<file path="src/rtl/ktne_pkg.sv">
`default_nettype none
// +--------------------------------------------------------------------+
// | ktne_pkg : chord-state type and default timing for button inputs   |
// | Revision 1.0                                                       |
// +--------------------------------------------------------------------+
package ktne_pkg;

  localparam int unsigned DEFAULT_DEBOUNCE_CYCLES = 500000;
  localparam int unsigned DEFAULT_CHORD_WINDOW    = 2500000;

  typedef enum logic [1:0] {
    IDLE   = 2'd0,
    WAIT_B = 2'd1,
    WAIT_A = 2'd2,
    CHORD  = 2'd3
  } chord_state_t;

  // Width of a counter that only ever holds 0..n-1 (at least one bit).
  function automatic int unsigned cnt_width(input int unsigned n);
    return (n > 1) ? $clog2(n) : 1;
  endfunction

endpackage
`default_nettype wire

</file>
<file path="src/rtl/debounce_ch.sv">
`default_nettype none
// +--------------------------------------------------------------------+
// | debounce_ch : synchronizer, stability counter, level and press pulse|
// | Revision 1.0                                                       |
// +--------------------------------------------------------------------+
module debounce_ch
  import ktne_pkg::*;
#(
  parameter int unsigned DEBOUNCE_CYCLES = DEFAULT_DEBOUNCE_CYCLES
) (
  input  logic clk,
  input  logic reset,
  input  logic btn_n,
  output logic lvl,
  output logic pulse
);

  localparam int unsigned   CNT_W    = cnt_width(DEBOUNCE_CYCLES);
  localparam logic [CNT_W-1:0] CNT_LAST = CNT_W'(DEBOUNCE_CYCLES - 1);

  logic [1:0]       sync_ff;
  logic [CNT_W-1:0] cnt;

  // Inversion sits ahead of the flops so a cleared synchronizer means "released".
  always_ff @(posedge clk or negedge reset) begin
    if (!reset) begin
      sync_ff <= '0;
      cnt     <= '0;
      lvl     <= 1'b0;
      pulse   <= 1'b0;
    end else begin
      sync_ff <= {sync_ff[0], ~btn_n};
      pulse   <= 1'b0;
      if (sync_ff[1] == lvl) begin
        cnt <= '0;
      end else if (cnt == CNT_LAST) begin
        cnt   <= '0;
        lvl   <= sync_ff[1];
        pulse <= sync_ff[1];
      end else begin
        cnt <= cnt + CNT_W'(1);
      end
    end
  end

endmodule
`default_nettype wire

</file>
<file path="src/rtl/button_conditioner.sv">
`default_nettype none
// +--------------------------------------------------------------------+
// | button_conditioner : two debounced buttons plus A+B chord detection|
// | Revision 1.0                                                       |
// +--------------------------------------------------------------------+
module button_conditioner
  import ktne_pkg::*;
#(
  parameter int unsigned DEBOUNCE_CYCLES = DEFAULT_DEBOUNCE_CYCLES,
  parameter int unsigned CHORD_WINDOW    = DEFAULT_CHORD_WINDOW
) (
  input  logic clk,
  input  logic reset,
  input  logic btn_a_n,
  input  logic btn_b_n,
  output logic a_lvl,
  output logic b_lvl,
  output logic a_pulse,
  output logic b_pulse,
  output logic chord_pulse,
  output logic chord_lvl
);

  localparam int unsigned      WIN_W    = cnt_width(CHORD_WINDOW);
  localparam logic [WIN_W-1:0] WIN_LAST = WIN_W'(CHORD_WINDOW - 1);

  chord_state_t     state, state_nxt;
  logic [WIN_W-1:0] win, win_nxt;

  debounce_ch #(.DEBOUNCE_CYCLES(DEBOUNCE_CYCLES)) u_ch_a (
    .clk   (clk),
    .reset (reset),
    .btn_n (btn_a_n),
    .lvl   (a_lvl),
    .pulse (a_pulse)
  );

  debounce_ch #(.DEBOUNCE_CYCLES(DEBOUNCE_CYCLES)) u_ch_b (
    .clk   (clk),
    .reset (reset),
    .btn_n (btn_b_n),
    .lvl   (b_lvl),
    .pulse (b_pulse)
  );

  always_ff @(posedge clk or negedge reset) begin
    if (!reset) begin
      state       <= IDLE;
      win         <= '0;
      chord_pulse <= 1'b0;
    end else begin
      state       <= state_nxt;
      win         <= win_nxt;
      chord_pulse <= (state != CHORD) && (state_nxt == CHORD);
    end
  end

  // Partner pulse is tested first so it wins over release and window expiry.
  always_comb begin
    state_nxt = state;
    win_nxt   = win;
    case (state)
      IDLE: begin
        win_nxt = '0;
        if (a_pulse && b_pulse) state_nxt = CHORD;
        else if (a_pulse)       state_nxt = WAIT_B;
        else if (b_pulse)       state_nxt = WAIT_A;
      end
      WAIT_B: begin
        if (b_pulse)              state_nxt = CHORD;
        else if (!a_lvl)          state_nxt = IDLE;
        else if (win == WIN_LAST) state_nxt = IDLE;
        else                      win_nxt   = win + WIN_W'(1);
      end
      WAIT_A: begin
        if (a_pulse)              state_nxt = CHORD;
        else if (!b_lvl)          state_nxt = IDLE;
        else if (win == WIN_LAST) state_nxt = IDLE;
        else                      win_nxt   = win + WIN_W'(1);
      end
      CHORD: begin
        if (!a_lvl && !b_lvl) state_nxt = IDLE;
      end
      default: state_nxt = IDLE;
    endcase
  end

  assign chord_lvl = (state == CHORD);

endmodule
`default_nettype wire

</file>
<file path="config.mk">
export PLATFORM = sky130hd
export DESIGN_NAME = button_conditioner
export DESIGN_NICKNAME = d
export VERILOG_FILES = /design/src/rtl/ktne_pkg.sv /design/src/rtl/debounce_ch.sv /design/src/rtl/button_conditioner.sv
export SDC_FILE = /design/constraint.sdc
export NUM_CORES = 1
export LEC_CHECK = 0
export ABC_CLOCK_PERIOD_IN_PS = 2180
export CORE_ASPECT_RATIO = 0.5
export CORE_MARGIN = 3
export CORE_UTILIZATION = 60
export DETAILED_ROUTE_END_ITERATION = 16
export GPL_TIMING_DRIVEN = 0
export PLACE_DENSITY = 0.78
export SYNTH_ARGS = -nofsm -noshare
export SYNTH_HDL_FRONTEND = slang
export SYNTH_SLANG_ARGS = --single-unit
</file>
<file path="constraint.sdc">
create_clock -name clk -period 2.18 [get_ports clk]
set_input_delay 0.327 -clock clk [delete_from_list [all_inputs] [get_ports clk]]
set_output_delay 0.327 -clock clk [all_outputs]
set_load 0.01 [all_outputs]
</file>
Yosys cells after proc, flatten, opt, wreduce, memory -nomap -nowiden

Cells that the tools add are included.

Flip-flop bits (word level): 71
Input port bits: 4
Output and inout bits: 6
Logic and storage cells: 66

Add/sub/neg operators: 3
Eq/ne operators: 14
Mux-type cells: 24
Bitwise gates (word level): 4
Reductions and logical operators: 10

Operators by type and width:

| operator                                       | number |
|---|---|
| 2-to-1 mux 22 bit                              | 5 |
| 2-to-1 mux 19 bit                              | 4 |
| case mux 22 bit (3 select lines)               | 1 |
| adder 19 x 1 -> 19 bit (second input constant) | 2 |
| == test 19 bit (second input constant)         | 2 |
| adder 22 x 1 -> 22 bit (second input constant) | 1 |
| == test 22 bit (second input constant)         | 1 |
| 2-to-1 mux 2 bit                               | 9 |
| case mux 2 bit (4 select lines)                | 1 |
| == test 2 bit (second input constant)          | 3 |
| != test 2 bit (second input constant)          | 3 |
| AND reduction 5 bit                            | 1 |
| 2-to-1 mux 1 bit                               | 4 |
| != test 2 x 1 -> 1 bit (second input constant) | 2 |
| inverter 1 bit                                 | 4 |
| AND reduction 2 bit                            | 2 |
| logical AND 1 bit                              | 3 |
| nonzero test 3 bit                             | 1 |
| == test 1 bit                                  | 2 |
| == test 2 x 1 -> 1 bit (second input constant) | 1 |
| zero test 1 bit                                | 2 |
| zero test 2 bit                                | 1 |

Logic depth before layout (Yosys ltp)

Depth after elaboration: 7
Mapped depth: 8
Mapped depth without buffers: 6

By module

Synthesis repeated with hierarchy kept, for this count alone.

Cell total of the unflattened synthesis: 391
Area, all modules: 3763.6 um^2

Modules (own cells, without submodules):

| module             | times used | cells an instance | area each (um^2) | sequential area each (um^2) |
|---|---|---|---|---|
| debounce_ch        | 2          | 111               | 1122.3           | 575.6 |
| button_conditioner | 1          | 169               | 1519.0           | 625.6 |

Worst setup path after synthesis

OpenSTA, ideal clock, no wires.

Path kind: register to register
From: register u_ch_b.cnt[0]
To: register u_ch_b.cnt[10]
Setup time: 0.071 ns
Arrival time: 1.871 ns
Required time: 2.109 ns
Slack: 0.237 ns
Cell stages (with the launch flop): 9
Buffers on the path: 2
Period minus slack after synthesis: 1.943 ns
Path through: dfrtp_1 > ha_1 > and4_1 > and3_1 > and3_1 > or2_2 > buf_2 > buf_2 > nor2_1

Cells in the longest elaborated chain, start to end: 3
Elaborated cells on any way between the ends: 4
Those cells by class: add/sub: 1; eq/ne: 1; mux: 2

RTL lines:

| what                                                     | RTL line                             | text |
|---|---|---|
| start, declared                                          | debounce_ch.sv:22                    | `logic [CNT_W-1:0] cnt;` |
| start signal, assigned                                   | debounce_ch.sv:41                    | `cnt <= cnt + CNT_W'(1);` |
| adder 19 x 1 -> 19 bit or == test 19 bit (tied branches) | debounce_ch.sv:41, debounce_ch.sv:36 |  |
| 2-to-1 mux 19 bit (*)                                    | debounce_ch.sv:36                    | `end else if (cnt == CNT_LAST) begin` |
| 2-to-1 mux 19 bit (*)                                    | debounce_ch.sv:34                    | `if (sync_ff[1] == lvl) begin` |

Every way passes the cells marked *; elsewhere a longest branch is shown, timed or not.
A chain may end at the register's enable or synchronous reset.

Worst setup path in the final report

From: register state[0]
To: register win[19]

Cells in the longest elaborated chain, start to end: 3
Elaborated cells on any way between the ends: 10
Those cells by class: eq/ne: 6; mux: 1; reduce/logical: 3

RTL lines:

| what                                                  | RTL line                 | text |
|---|---|---|
| start, declared                                       | button_conditioner.sv:27 | `chord_state_t state, state_nxt;` |
| start signal, assigned                                | button_conditioner.sv:52 | `state <= state_nxt;` |
| == test 2 x 1 -> 1 bit, or another cell as far along  | button_conditioner.sv:62 | `case (state)` |
| != test 2 bit (no line), or another cell as far along | --                       |  |
| AND reduction 5 bit (no line)                         | --                       |  |
| end signal, assigned                                  | button_conditioner.sv:53 | `win <= win_nxt;` |
| end, declared                                         | button_conditioner.sv:28 | `logic [WIN_W-1:0] win, win_nxt;` |

Parallel ways exist; a longest one is shown, timed or not.

==> flow_metrics.py <==
metrics = {
    "run_status": {
        "outcome": "finished clean",
    },
    "clocking": {
        "root_buffer": "clkbuf_16",
        "clockBufferDepth": 2,
        "cts_tree": "done",
        "insertion_delay_ns": 0.34,
        "cts_sinks": 71,
        "clk_pin_slew_worst_paths_ns": 0.05,
        "numCtsBuffers": 9,
        "htreeDepth": 3,
    },
    "setup_path": {
        "crit_buf_inv": 3,
        "path_class": "flop to flop",
        "critPathCaptureType": "flop",
        "path_cells": "inv_1 > ha_1 > a221o_1 > buf_6 > buf_6 > nor4_2 > xnor2_1 > nor2_2",
        "start_kind": "flop",
        "path_max_fanout": 10,
        "arrival_ns": 2.38,
        "slowest_stage": "nor4_2",
        "cpPeakStageDelay_ns": 0.40,
        "path_common_cell": "buf_6",
        "critPathTopFamily": "simple AND/OR/NAND/NOR gates",
        "crit_required_ns": 2.40,
    },
    "placement": {
        "io_buffers": 9,
        "place_congestion": 0.8015,
        "pre_cts_slack_ns": 0.002712,
        "numPlacedInstances": 459,
        "dpl.hpwl_um": 5209,
    },
    "route": {
        "vias_per_cell": 6.057,
        "routedWlPerCell_um": 16.60,
        "drtIter0Drc": 279,
        "drt_pass1_iterations": 5,
        "postRouteAntennaNets": 0,
        "postRouteWirelength_um": 7916,
        "vias": 2889,
        "drc": 0,
    },
    "synthesis": {
        "netlist_area_um2": 3648,
        "synth_top_area_cell": "dfrtp_1",
        "synth_async_sr_flop_share_pct": 100.0,
        "netlist_instances": 377,
        "yosys-top-cells-area": "dfrtp_1 49%, nor2_1 6.2%, xnor2_1 6.0%, xor2_1 5.0%, nand3_1 3.0%",
        "syn_area_per_cell_um2": 9.678,
        "synth_edf_count": 0,
        "ys_seq_area_share_pct": 48.70,
        "yosysWarnings": 0,
        "synth_cell_types": 45,
        "synthesis.nets": 388,
        "ys_seq_elements": 71,
        "yosysTopAreaCellShare_pct": 48.70,
        "synth_ff_type": "dfrtp_1",
    },
    "final_layout": {
        "final_nets": 410,
        "syn_to_final_growth_pct": 15.71,
        "nFillCells": 401,
        "multi_input_area_um2": 1817,
        "fin_cells": 477,
        "drive_above_1_share_pct": 11.88,
        "diodes": 0,
        "fin_util_pct": 74.30,
        "regArea_um2": 1777,
    },
    "global_routing": {
        "grt_pass1_vias": 2859,
        "grt_max_degree": 72,
        "antenna_found_initial": 0,
        "track_usage_pct": 24.46,
        "grt_overflow": 0,
        "grt_pass1_wl_um": 13190,
    },
    "timing": {
        "min_period_ns": 2.152,
        "timing.fmax_ghz": 0.4647,
        "fin_tns_setup_ns": 0,
        "finalCritPeriodShare_pct": 98.71,
        "max_slew_margin_pct": 41.08,
        "worst_slew_pin_slew_ns": 0.8839,
        "setup_ws_ns": 0.02802,
        "fin_skew_ns": 0.006390,
        "setup_viol": 0,
        "drv_slew": 0,
        "finalHoldViolCount": 0,
    },
    "power": {
        "powerDensity_nw_per_um2": 710.5,
        "peakVddDrop_uv": 617.0,
        "total_leakage_power_nw": 1.777,
    },
    "min_path": {
        "hold_path_class": "input port to async pin",
    },
    "floorplan": {
        "coreArea_um2": 5682,
        "io_pins": 10,
        "initial_utilization_pct": 64.21,
        "fp.dieArea_um2": 7109,
        "die_y_um": 61.14,
        "num_rows": 19,
        "die_x_um": 116.3,
    },
    "flow_run": {
        "max_cap_viol_count": 0,
    },
}
sequential cells by signal (all words and copies together), names as in the netlist:
signal          cells
chord_pulse         1
state               2
u_ch_a.cnt         19
u_ch_a.lvl          1
u_ch_a.pulse        1
u_ch_a.sync_ff      2
u_ch_b.cnt         19
u_ch_b.lvl          1
u_ch_b.pulse        1
u_ch_b.sync_ff      2
win                22
cell usage in the layout, fill, tap and decap left out, types with 4 or more instances in the layout:
| master | synthesis | routed |
|---|---|---|
| xnor2_1 | 25 | 25 |
| clkbuf_16 | 0 | 9 |
| nand4_1 | 14 | 14 |
| nand2b_1 | 5 | 5 |
| and3_1 | 9 | 9 |
| a21oi_1 | 9 | 9 |
| nor4_1 | 14 | 11 |
| nand3_1 | 22 | 22 |
| nand2_1 | 28 | 28 |
| nor3_1 | 10 | 8 |
| clkbuf_1 | 4 | 5 |
| nor2_2 | 3 | 5 |
| or2_2 | 4 | 4 |
| nor4_2 | 1 | 4 |
| nor2_1 | 60 | 58 |
| clkdlybuf4s50_1 | 0 | 8 |
| inv_1 | 10 | 10 |
| and2_1 | 4 | 4 |
| a22o_1 | 4 | 4 |
| ha_1 | 7 | 6 |
| o21ai_0 | 9 | 9 |
| xor2_1 | 21 | 21 |
| buf_4 | 0 | 4 |
| dfrtp_1 | 71 | 71 |
Yosys cell counts (2+ instances only):
library cell,n
a21oi_1,9
nand4_1,14
and4_1,4
ha_1,7
mux2_2,3
a22o_1,4
or2_2,4
nor2_1,60
xor2_1,21
xnor2_1,25
or3_1,2
inv_1,10
nor2_2,3
dfrtp_1,71
and3_1,9
nor4_1,14
nand2b_1,5
and2_1,4
nor3b_1,2
a21o_1,2
and4b_1,2
o21ai_0,9
a211o_1,3
clkbuf_1,4
o211a_1,3
nand3_1,22
nor3_1,10
nor4b_1,2
buf_6,2
nand2_1,28
buf_2,5
what timing repair did:
action	4_1_cts	5_1_grt
pin swaps	0	3
resized for setup	2	13
hold buffers	0	0
endpoints found under the setup margin	2	27
buffers inserted	0	3
kinds of logic after synthesis:
group | synth area share (%)
AO/OA/AOI/OAI | 6.962
XOR/XNOR | 11.04
adder cells (fa/ha/maj) | 2.400
buffers and inverters | 2.743
flip-flops | 48.70
multiplexers | 1.200
AND/OR/NAND/NOR | 26.95
path summary, 6_finish.rpt:
path | start | endpoint | slack, ns | cells after the start
max | state[0]$_DFF_PN0_ | win[19]$_DFFE_PN0P_ | 0.03 | 8
max reg2reg | state[0]$_DFF_PN0_ | win[19]$_DFFE_PN0P_ | 0.03 | 8
min reg2reg | u_ch_a.sync_ff[0]$_DFF_PN0_ | u_ch_a.sync_ff[1]$_DFF_PN0_ | 0.35 | 0
min in group clk | u_ch_a.sync_ff[0]$_DFF_PN0_ | u_ch_a.sync_ff[1]$_DFF_PN0_ | 0.35 | 0
max in group asynchronous | reset | u_ch_a.cnt[3]$_DFF_PN0_ | 1.49 | 1
min | reset | win[19]$_DFFE_PN0P_ | 0.10 | 1
stage by stage:
stage / area [µm²] / total power [mW] / hold WS (ns)
6_report: 4222 / 3.000 / 0.1007
4_1_cts: 4156 / 3.013 / 0.1479
5_1_grt: 4222 / 3.097 / 0.1619
3_5_place_dp: 3827 / 1.432 / 0.3403
2_1_floorplan: 3649 / 1.393 / 0.03141
3_3_place_gp: 3830 / 1.430 / 0.3357
cell type report:
class | instances | share of cell area, %
Multi-Input combinational cell | 285 | 43.03
Sequential cell | 71 | 42.09
Clock buffer | 13 | 6.165
Timing Repair Buffer | 12 | 2.608
Tap cell | 73 | 2.164
Clock inverter | 3 | 1.541
Buffer | 10 | 1.512
Inverter | 10 | 0.8892
power by group:
group	internal, mW	switching [mW]
registers	1.33	0.0119
clock network	1.06	0.529
logic	0.0187	0.0461
layer usage:
| metal | wire, µm | vias up | track usage (%) |
|---|---|---|---|
| met1 | 3487 | 1423 | 29.37 |
| met5 | 0 | - | 0 |
| li1 | - | 1370 | - |
| met3 | 358 | 17 | 8.243 |
| met2 | 3892 | 79 | 40.89 |
| met4 | 178 | 0 | 11.57 |
(Power assumes the default switching activity.)
